$ cat src/rtl/irq_entry_seq_pkg.sv
// Shared CPU definitions for the IRQ entry sequencer: FSM state encoding,
// IRQ vector / mode constants, CPSR bit positions and the CPSR rewrite
// applied on IRQ entry. Optional macro: IRQ_HALT_WAKE_EN adds the HALT state.
package cpu_pkg;

  localparam logic [31:0] IRQ_VECTOR    = 32'h0000_0018;
  localparam logic [4:0]  CPSR_MODE_IRQ = 5'b10010;
  localparam int          CPSR_I        = 7;
  localparam int          CPSR_T        = 5;

  typedef enum logic [2:0] {
    S_IDLE       = 3'd0,
    S_WAIT_BOUND = 3'd1,
    S_SAVE_LR    = 3'd2,
    S_SAVE_SPSR  = 3'd3,
    S_SWITCH     = 3'd4,
`ifdef IRQ_HALT_WAKE_EN
    S_VECTOR     = 3'd5,
    S_HALT       = 3'd6
`else
    S_VECTOR     = 3'd5
`endif
  } irq_state_e;

  // New CPSR on IRQ entry: IRQ mode, IRQs masked, ARM state, rest untouched.
  function automatic logic [31:0] irq_entry_cpsr(input logic [31:0] cur);
    logic [31:0] r;
    r         = cur;
    r[4:0]    = CPSR_MODE_IRQ;
    r[CPSR_I] = 1'b1;
    r[CPSR_T] = 1'b0;
    return r;
  endfunction

endpackage

$ cat src/rtl/irq_entry_seq_if.sv
// Bus between the CPU core and the IRQ entry sequencer. The slave modport is
// the sequencer side. Optional macro: IRQ_HALT_WAKE_EN adds halt_req,
// irq_wake and halted.
interface irq_entry_seq_if;

  logic        nIRQ;
  logic [31:0] cpsr;
  logic        instr_boundary;
  logic [31:0] next_pc;
  logic        rf_ack;
  logic        stall;
  logic        rf_wr_en;
  logic        rf_wr_sel;
  logic [31:0] rf_wr_data;
  logic        cpsr_wr_en;
  logic [31:0] cpsr_wr_data;
  logic        pc_load;
  logic [31:0] pc_value;
  logic        busy;
`ifdef IRQ_HALT_WAKE_EN
  logic        halt_req;
  logic        irq_wake;
  logic        halted;

  modport master (
    output nIRQ, cpsr, instr_boundary, next_pc, rf_ack, halt_req, irq_wake,
    input  stall, rf_wr_en, rf_wr_sel, rf_wr_data, cpsr_wr_en, cpsr_wr_data,
           pc_load, pc_value, busy, halted
  );

  modport slave (
    input  nIRQ, cpsr, instr_boundary, next_pc, rf_ack, halt_req, irq_wake,
    output stall, rf_wr_en, rf_wr_sel, rf_wr_data, cpsr_wr_en, cpsr_wr_data,
           pc_load, pc_value, busy, halted
  );
`else
  modport master (
    output nIRQ, cpsr, instr_boundary, next_pc, rf_ack,
    input  stall, rf_wr_en, rf_wr_sel, rf_wr_data, cpsr_wr_en, cpsr_wr_data,
           pc_load, pc_value, busy
  );

  modport slave (
    input  nIRQ, cpsr, instr_boundary, next_pc, rf_ack,
    output stall, rf_wr_en, rf_wr_sel, rf_wr_data, cpsr_wr_en, cpsr_wr_data,
           pc_load, pc_value, busy
  );
`endif

endinterface

$ cat src/rtl/irq_entry_seq.sv
// IRQ entry sequencer: waits for an instruction boundary, banks LR and SPSR
// through the register-file handshake, switches the CPSR into IRQ mode and
// branches to the IRQ vector. Optional macro: IRQ_HALT_WAKE_EN adds a HALT
// state left on irq_wake regardless of interrupt masking.
module irq_entry_seq
  import cpu_pkg::*;
(
  input logic           clock,
  input logic           reset,
  irq_entry_seq_if.slave bus
);

  irq_state_e  state_q, state_d;
  logic [31:0] lr_q, lr_d;
  logic [31:0] spsr_q, spsr_d;
  logic        withdraw;
  logic        capture;

  // A request counts only while nIRQ is low and the I bit is clear.
  assign withdraw = bus.nIRQ | bus.cpsr[CPSR_I];
  assign capture  = (state_q == S_WAIT_BOUND) && !withdraw && bus.instr_boundary;
  assign lr_d     = capture ? (bus.next_pc + 32'd4) : lr_q;
  assign spsr_d   = capture ? bus.cpsr : spsr_q;

  // State register.
  always_ff @(posedge clock) begin
    if (!reset) state_q <= S_IDLE;
    else        state_q <= state_d;
  end

  // Return address and saved CPSR, captured at the redirect boundary.
  always_ff @(posedge clock) begin
    if (!reset) begin
      lr_q   <= '0;
      spsr_q <= '0;
    end else begin
      lr_q   <= lr_d;
      spsr_q <= spsr_d;
    end
  end

  // Next-state logic; withdrawal beats a same-cycle boundary.
  always_comb begin
    state_d = state_q;
    unique case (state_q)
      S_IDLE: begin
        if (!withdraw) state_d = S_WAIT_BOUND;
`ifdef IRQ_HALT_WAKE_EN
        else if (bus.halt_req) state_d = S_HALT;
`endif
      end
      S_WAIT_BOUND: begin
        if (withdraw)                state_d = S_IDLE;
        else if (bus.instr_boundary) state_d = S_SAVE_LR;
      end
      S_SAVE_LR:   if (bus.rf_ack) state_d = S_SAVE_SPSR;
      S_SAVE_SPSR: if (bus.rf_ack) state_d = S_SWITCH;
      S_SWITCH:    state_d = S_VECTOR;
      S_VECTOR:    state_d = S_IDLE;
`ifdef IRQ_HALT_WAKE_EN
      S_HALT:      if (bus.irq_wake) state_d = S_IDLE;
`endif
      default:     state_d = S_IDLE;
    endcase
  end

  // Outputs decoded from state; data buses are zero outside their state.
  always_comb begin
    bus.stall        = 1'b0;
    bus.busy         = (state_q != S_IDLE);
    bus.rf_wr_en     = 1'b0;
    bus.rf_wr_sel    = 1'b0;
    bus.rf_wr_data   = '0;
    bus.cpsr_wr_en   = 1'b0;
    bus.cpsr_wr_data = '0;
    bus.pc_load      = 1'b0;
    bus.pc_value     = '0;
`ifdef IRQ_HALT_WAKE_EN
    bus.halted       = 1'b0;
`endif
    unique case (state_q)
      S_SAVE_LR: begin
        bus.stall      = 1'b1;
        bus.rf_wr_en   = 1'b1;
        bus.rf_wr_data = lr_q;
      end
      S_SAVE_SPSR: begin
        bus.stall      = 1'b1;
        bus.rf_wr_en   = 1'b1;
        bus.rf_wr_sel  = 1'b1;
        bus.rf_wr_data = spsr_q;
      end
      S_SWITCH: begin
        bus.stall        = 1'b1;
        bus.cpsr_wr_en   = 1'b1;
        bus.cpsr_wr_data = irq_entry_cpsr(spsr_q);
      end
      S_VECTOR: begin
        bus.stall    = 1'b1;
        bus.pc_load  = 1'b1;
        bus.pc_value = IRQ_VECTOR;
      end
`ifdef IRQ_HALT_WAKE_EN
      S_HALT: begin
        bus.stall  = 1'b1;
        bus.halted = 1'b1;
      end
`endif
      default: ;
    endcase
  end

endmodule

$ cat src/flat_wrapper.sv
// flat-port wrapper written by rule: the top's interface ports become plain ports
module irq_entry_seq_flat import cpu_pkg::*;
  (clock, reset, bus_nIRQ, bus_cpsr, bus_instr_boundary, bus_next_pc, bus_rf_ack, bus_stall, bus_rf_wr_en, bus_rf_wr_sel, bus_rf_wr_data, bus_cpsr_wr_en, bus_cpsr_wr_data, bus_pc_load, bus_pc_value, bus_busy);
  irq_entry_seq_if bus_i ();
  input logic clock;
  input logic reset;
  input wire logic [$bits(bus_i.nIRQ)-1:0] bus_nIRQ;
  input wire logic [$bits(bus_i.cpsr)-1:0] bus_cpsr;
  input wire logic [$bits(bus_i.instr_boundary)-1:0] bus_instr_boundary;
  input wire logic [$bits(bus_i.next_pc)-1:0] bus_next_pc;
  input wire logic [$bits(bus_i.rf_ack)-1:0] bus_rf_ack;
  output wire logic [$bits(bus_i.stall)-1:0] bus_stall;
  output wire logic [$bits(bus_i.rf_wr_en)-1:0] bus_rf_wr_en;
  output wire logic [$bits(bus_i.rf_wr_sel)-1:0] bus_rf_wr_sel;
  output wire logic [$bits(bus_i.rf_wr_data)-1:0] bus_rf_wr_data;
  output wire logic [$bits(bus_i.cpsr_wr_en)-1:0] bus_cpsr_wr_en;
  output wire logic [$bits(bus_i.cpsr_wr_data)-1:0] bus_cpsr_wr_data;
  output wire logic [$bits(bus_i.pc_load)-1:0] bus_pc_load;
  output wire logic [$bits(bus_i.pc_value)-1:0] bus_pc_value;
  output wire logic [$bits(bus_i.busy)-1:0] bus_busy;
  assign bus_i.nIRQ = bus_nIRQ;
  assign bus_i.cpsr = bus_cpsr;
  assign bus_i.instr_boundary = bus_instr_boundary;
  assign bus_i.next_pc = bus_next_pc;
  assign bus_i.rf_ack = bus_rf_ack;
  assign bus_stall = bus_i.stall;
  assign bus_rf_wr_en = bus_i.rf_wr_en;
  assign bus_rf_wr_sel = bus_i.rf_wr_sel;
  assign bus_rf_wr_data = bus_i.rf_wr_data;
  assign bus_cpsr_wr_en = bus_i.cpsr_wr_en;
  assign bus_cpsr_wr_data = bus_i.cpsr_wr_data;
  assign bus_pc_load = bus_i.pc_load;
  assign bus_pc_value = bus_i.pc_value;
  assign bus_busy = bus_i.busy;
  irq_entry_seq u_core (.clock(clock), .reset(reset), .bus(bus_i));
endmodule
$ cat config.mk
export PLATFORM = sky130hd
export DESIGN_NAME = irq_entry_seq_flat
export DESIGN_NICKNAME = d
export VERILOG_FILES = /design/src/rtl/irq_entry_seq_pkg.sv /design/src/rtl/irq_entry_seq_if.sv /design/src/rtl/irq_entry_seq.sv /design/src/flat_wrapper.sv
export SDC_FILE = /design/constraint.sdc
export NUM_CORES = 1
export LEC_CHECK = 0
export CORE_UTILIZATION = 36
export DETAILED_ROUTE_END_ITERATION = 10
export PLACE_DENSITY = 0.69
export RECOVER_POWER = 100
export SYNTH_ARGS = -nofsm -noshare
export SYNTH_HDL_FRONTEND = slang
export SYNTH_SLANG_ARGS = --single-unit
$ cat constraint.sdc
create_clock -name clock -period 2.5 [get_ports clock]
set_clock_uncertainty 0.1 [all_clocks]
set_input_delay 0.5 -clock clock [delete_from_list [all_inputs] [get_ports clock]]
set_output_delay 0.5 -clock clock [all_outputs]
set_load 0.01 [all_outputs]
==> reports/qor.yml, run 1 <==
max_stage_delay_ns: 0.53
clkTransAtPathRegs_ns: 0.05
grt_max_degree: 51
start_util_pct: 37.41
syn_area_sq_um: 4091
setup_tns_ns: 0
r2r_end: "u_core.spsr_q[0]"
pwr-share-clk_pct: 43.8
p_seq_share_pct: 43.8
hold_depth: 2
grt_pass1_wl_um: 18320
whs_ns: 0.3563
clock_path_buffers: 2
hold_end: "u_core.spsr_q[2]"
antenna_cells: 0
fmax_mhz: 416.5
hold_path.class: "reg -> reg"
cp-end-kind: "output pin"
worstPathMaxFanout: 7
worstHoldStart: "u_core.spsr_q[2]"
dp_cells: 767
io_pins: 171
crit_chain: "buf_4, nor3_4, buf_6, and2_1, clkdlybuf4s50_1"
drc: 0
drt_iter0_drc: 212
yosysUniqueCellTypes: 46
clkLatencyLatePin_ns: 0.31
grt_pass1_vias: 3561
dieArea_sq_um: 11800
critPathLaunchType: "flop"
final_util_pct: 52.72
synth.largest_area_cell: "dfxtp_1"
vias_per_cell: 5.026
netlist_instances: 509
dr.pass1.iters: 4
row_count: 38
slew_violations: 0
status: "completed"
cts.sinks: 67
die-width_um: 108.6
max_slew_margin_pct: 36.44
setup_viol: 0
fin_crit_sh_pct: 96.04
power_density_nw_per_um2: 435.7
synthTopCellsByArea: "dfxtp_1 33%, buf_4 8.1%, mux2i_1 7.8%"
overflow: 0
grt_antenna_before_repair: 0
core_area_sq_um: 10940
fill_cells: 1041
fin_crit_ns: 2.401
leakagePower_nw: 2.648
r2r_start: "u_core.state_q[1]"
placed_cell_area_sq_um: 5459
switching_power_mw: 0.5699
sw_frac_of_total_pct: 22.69
crit_start: "u_core.state_q[1]"
cts_buffers: 9
synth_edf_count: 0
required_ns: 1.90
p_int_mw: 1.942
hpwlAfterDp_um: 8979
die_height_um: 108.6
rr_worst_depth: 6
arrival_ns: 1.80
drive_above_1_share_pct: 9.783
areaGrowthSynthToFinish_pct: 40.92
routed_wl_um: 12200
synth-main-ff-cell: "dfxtp_1"
vias: 3940
synth_warnings: 0
gp_congestion: 0.8477
hold_viol_final: 0
worstMarginPinSlew_ns: 0.9533
setup.worst_path.class: "reg -> out"
ys_async_sr_fraction_pct: 0
ys_seq_area_share_pct: 32.78
cts_tree: "built"
ys_top_cells_by_count: "76 x nand2_1, 67 x dfxtp_1, 48 x a21oi_1"
ant_nets: 0
slowest_stage: "clkdlybuf4s50_1"
maxCapViolCount: 0
syn_avg_cell_area_sq_um: 8.038
yosysMostFrequentCell: "nand2_1"
reg2reg_slack_ns: 0.50
synth_seq_cells: 67
nets: 714
final_cells: 784
clockRootBuffer: "clkbuf_16"
wire_per_inst_um: 15.55
io_buffer_count: 136
grt_usage_pct: 20.23
htree_num_levels: 3
postLayoutCellArea_sq_um: 5766
ir_drop_uv: 232.7
synth_top_cell_area_share_pct: 32.78
comb_power_share_pct: 12.4
cell type report:
| cell class | instances | area (sq um) | share of cell area [%] |
|---|---|---|---|
| Clock buffer | 12 | 256.5 | 4.449 |
| Inverter | 12 | 45.04 | 0.7812 |
| Multi-Input combinational cell | 391 | 2340 | 40.58 |
| Sequential cell | 67 | 1343 | 23.29 |
| Tap cell | 140 | 175.2 | 3.038 |
| Timing Repair Buffer | 162 | 1607 | 27.86 |
critical path: cells and delay by family (launching register included):
| kind | cells | cell delay (ns) |
|---|---|---|
| DFF | 1 | 0.33 |
| buffers and inverters | 3 | 0.86 |
| and+or+nand+nor | 2 | 0.29 |
registers in the layout, indices dropped and copies added, names as in the netlist:
signal          flops
u_core.spsr_q      32
u_core.lr_q        32
u_core.state_q      3
cell families after synthesis:
group	share of synthesized area, %
AOI/OAI and AO/OA	14.13
xor gates and xnor gates	3.211
adders and majority gates	0.6115
buffers and inverters	12.75
DFF	32.78
muxes	7.829
other	0.09166
and+or+nand+nor	28.59
power groups by stage:
stage | Clock [mW] | Combinational (mW) | Sequential, mW
after CTS | 1.12 | 0.314 | 1.10
after floorplan | 0 | 0.179 | 1.11
after global placement | 0 | 0.306 | 1.12
after detailed placement | 0 | 0.311 | 1.12
final | 1.10 | 0.311 | 1.10
after global routing | 1.17 | 0.337 | 1.10
routing by layer:
layer | global-route usage (%) | wire length (um)
met2 | 32.59 | 5898
met3 | 2.532 | 680
met1 | 27.94 | 5544
met5 | 0 | 0
met4 | 6.371 | 72
worst max-delay path by stage:
stage	to	cells past startpoint
final	bus_cpsr_wr_data[26]	5
after global routing	bus_cpsr_wr_data[6]	7
after CTS	bus_rf_wr_data[19]	6
after detailed placement	u_core.lr_q[24]	6
after global placement	u_core.lr_q[18]	6
after floorplan	bus_pc_value[3]	4
cell usage in the layout, fill, tap and decap left out, drive strengths merged, types with 11 or more instances in the layout:
master,instances
a211oi,15
a21oi,48
and2,29
buf,22
clkbuf,16
clkdlybuf4s50,78
conb,34
dfxtp,67
dlygate4sd2,31
dlymetal6s2s,23
inv,11
mux2i,32
nand2,76
nand4,11
nor2,46
nor3,16
nor4,11
o21ai,21
what timing repair did:
| action | 4_1_cts | 5_1_grt |
|---|---|---|
| gates cloned | 0 | 1 |
| pin swaps | 0 | 0 |
| resized for setup | 34 | 31 |
| endpoints found under the setup margin | 49 | 29 |
| setup buffers | 0 | 4 |
| hold buffers | 0 | 0 |
metrics by stage:
stage | power [mW] | worst slack, ns
3_3_place_gp | 1.427 | 0.1381
5_1_grt | 2.604 | -0.01219
2_1_floorplan | 1.292 | 0.3249
6_report | 2.512 | 0.09899
4_1_cts | 2.534 | 0.0008620
3_5_place_dp | 1.432 | 0.07568
Note: power is estimated with default switching activity, not from simulation.
==> run 2, diff against run 1 <==
--- a/config.mk
+++ b/config.mk
@@ -9,6 +9,7 @@
 export DETAILED_ROUTE_END_ITERATION = 10
 export PLACE_DENSITY = 0.69
 export RECOVER_POWER = 100
+export SKIP_CTS_REPAIR_TIMING = 1
 export SYNTH_ARGS = -nofsm -noshare
 export SYNTH_HDL_FRONTEND = slang
 export SYNTH_SLANG_ARGS = --single-unit
==> run 2 against run 1 <==
Net effect:
- register-to-register slack got worse by 0.17 ns
- clock power is essentially flat
- sequential power barely moved
- sequential share of layout area shrank 0.33 points
- die area unchanged
- first-iteration DRC count up 17%
- maximum frequency shrank 2.9%
- largest cell class unchanged
==> reports/qor.yml, run 2 (synthesis results as in run 1) <==
ant_nets: 0  # unchanged
drive_above_1_share_pct: 9.375  # -0.41 points
setup.worst_path.class: "reg -> out"
fin_crit_sh_pct: 98.89  # +2.8 points
gp_congestion: 0.8477  # unchanged
seqCellArea_sq_um: 1343  # unchanged
grtUsageMet2_pct: 32.19  # -0.41 points
final_cells: 780  # -0.51%
hold_viol_final: 0  # unchanged
worstHoldStart: "u_core.spsr_q[2]"
dp_cells: 767  # unchanged
htree_num_levels: 3  # unchanged
final_common_cell: "clkdlybuf4s50_1"
slew_violations: 0  # unchanged
hold_path.class: "reg -> reg"
grt_pass1_wl_um: 18290  # -0.19%
leakagePower_nw: 3.088  # +17%
rsz0062_at_grt: "true"
vias_per_cell: 4.991  # -0.69%
drc: 0  # unchanged
clock_path_buffers: 2  # unchanged
grt_max_degree: 51  # unchanged
grt_antenna_before_repair: 0  # unchanged
fin_crit_ns: 2.472  # +0.07124 ns
critPathLaunchType: "flop"
reg.largest.list: "u_core.lr_q: 32 flops, u_core.spsr_q: 32 flops, u_core.state_q: 3 flops"
cts_tree: "built"
maxCapViolCount: 0  # unchanged
switching_power_mw: 0.5763  # +1.1%
clockRootBuffer: "clkbuf_16"
io_pins: 171  # unchanged
areaGrowthSynthToFinish_pct: 42.97
worstPathMaxFanout: 22  # +15
drt_iter0_drc: 247  # +17%
fill_cells: 1032  # -0.86%
routed_wl_um: 12080  # -0.98%
worstMarginPinSlew_ns: 0.9478  # -0.005525 ns
wire_per_inst_um: 15.48  # -0.48%
top_usage_layer: "met2"
final_cell_mix: "77 x clkdlybuf4s50_1, 76 x nand2_1, 66 x dfxtp_1"
sw_frac_of_total_pct: 22.89  # +0.21 points
r2r_start: "u_core.state_q[1]"
io_buffer_count: 136  # unchanged
core_area_sq_um: 10940  # unchanged
cts_buffers: 9  # unchanged
vias: 3893  # -1.2%
dr.pass1.iters: 4  # unchanged
start_util_pct: 37.41  # unchanged
clkTransAtPathRegs_ns: 0.05  # about the same
antenna_cells: 0  # unchanged
p_seq_share_pct: 43.7  # about the same
p_int_mw: 1.941  # about the same
hpwlAfterDp_um: 8979  # unchanged
postLayoutCellArea_sq_um: 5849  # +1.5%
cts.sinks: 67  # unchanged
overflow: 0  # unchanged
use_met3_pct: 2.532  # unchanged
clkLatencyLatePin_ns: 0.32  # about the same
finalPower_mw: 2.517  # +0.21%
grt.met1_usage_pct: 28.16  # +0.22 points
fmax_mhz: 404.5  # -2.9%
grt_pass1_vias: 3556  # -0.14%
cp-end-kind: "output pin"
die-width_um: 108.6  # unchanged
grt_usage_pct: 20.19  # -0.038 points
placed_cell_area_sq_um: 5459  # unchanged
setup_viol: 0  # unchanged
die_height_um: 108.6  # unchanged
pwr-share-clk_pct: 44.0  # +0.2 points
crit_start: "u_core.state_q[2]"
multi_input_area_sq_um: 2345  # +0.21%
power_density_nw_per_um2: 430.4  # -1.2%
max_slew_margin_pct: 36.81  # +0.37 points
nets: 710  # -0.56%
comb_power_share_pct: 12.3  # about the same
row_count: 38  # unchanged
status: "completed"
arrival_ns: 1.87  # +0.07 ns
ir_drop_uv: 232.4  # -0.11%
dieArea_sq_um: 11800  # unchanged
required_ns: 1.90  # about the same
## run 2: cell types whose count changed in the layout (fill, tap and decap cells not counted), sizes merged
cell | previous run | this run
buf | 22 | 18
clkdlybuf4s50 | 78 | 77
dlygate4sd2 | 31 | 0
dlymetal6s2s | 23 | 56
dlymetal6s4s | 1 | 0
## run 2: per-layer routing
layer,part of all wire (%),vias to the layer above
met5,0,-
met4,0.84,0
met3,4.9,7
met2,47,122
met1,47,1820
li1,-,1944
## run 2: layout make-up
cell class	count	area share [%]
clock buffer	12	4.385
timing repair buffer	158	28.81
tap	140	2.995
sequential	67	22.95
multi-input combinational	391	40.09
inverter	12	0.7701
## run 2: worst max-delay path, cell delays in order, from the launching register on
cell,delay [ns]
dfxtp_1,0.36
inv_2,0.09
nor3_4,0.23
buf_8,0.19
and2_1,0.15
clkdlybuf4s50_1,0.54
## run 2: final timing paths
path                            slack [ns]                   end  cells after the start
worst max-delay path                  0.03  bus_cpsr_wr_data[18]                      5
worst min-delay path                  0.36      u_core.spsr_q[2]                      2
worst max register to register        0.33       u_core.lr_q[24]                      6
worst min register to register        0.36      u_core.spsr_q[2]                      2
## run 2: power by group through the flow
stage	clock network (mW)	registers, mW	logic, mW
final	1.11	1.10	0.310
after global routing	1.17	1.10	0.336
after CTS	1.12	1.10	0.313
after detailed placement	0	1.12	0.311
after global placement	0	1.12	0.306
after floorplan	0	1.11	0.179
## run 2: through the flow
step           TNS [ns]  hold slack [ns]  setup WS [ns]  util (%)
4_1_cts          -1.380           0.3570       -0.05678     52.27
3_5_place_dp          0           0.3502        0.07568     49.92
2_1_floorplan         0           0.3357         0.3249         -
5_1_grt         -0.4042           0.3805       -0.08955     53.49
3_3_place_gp          0           0.3422         0.1381     49.92
6_report              0           0.3592        0.02775     53.49
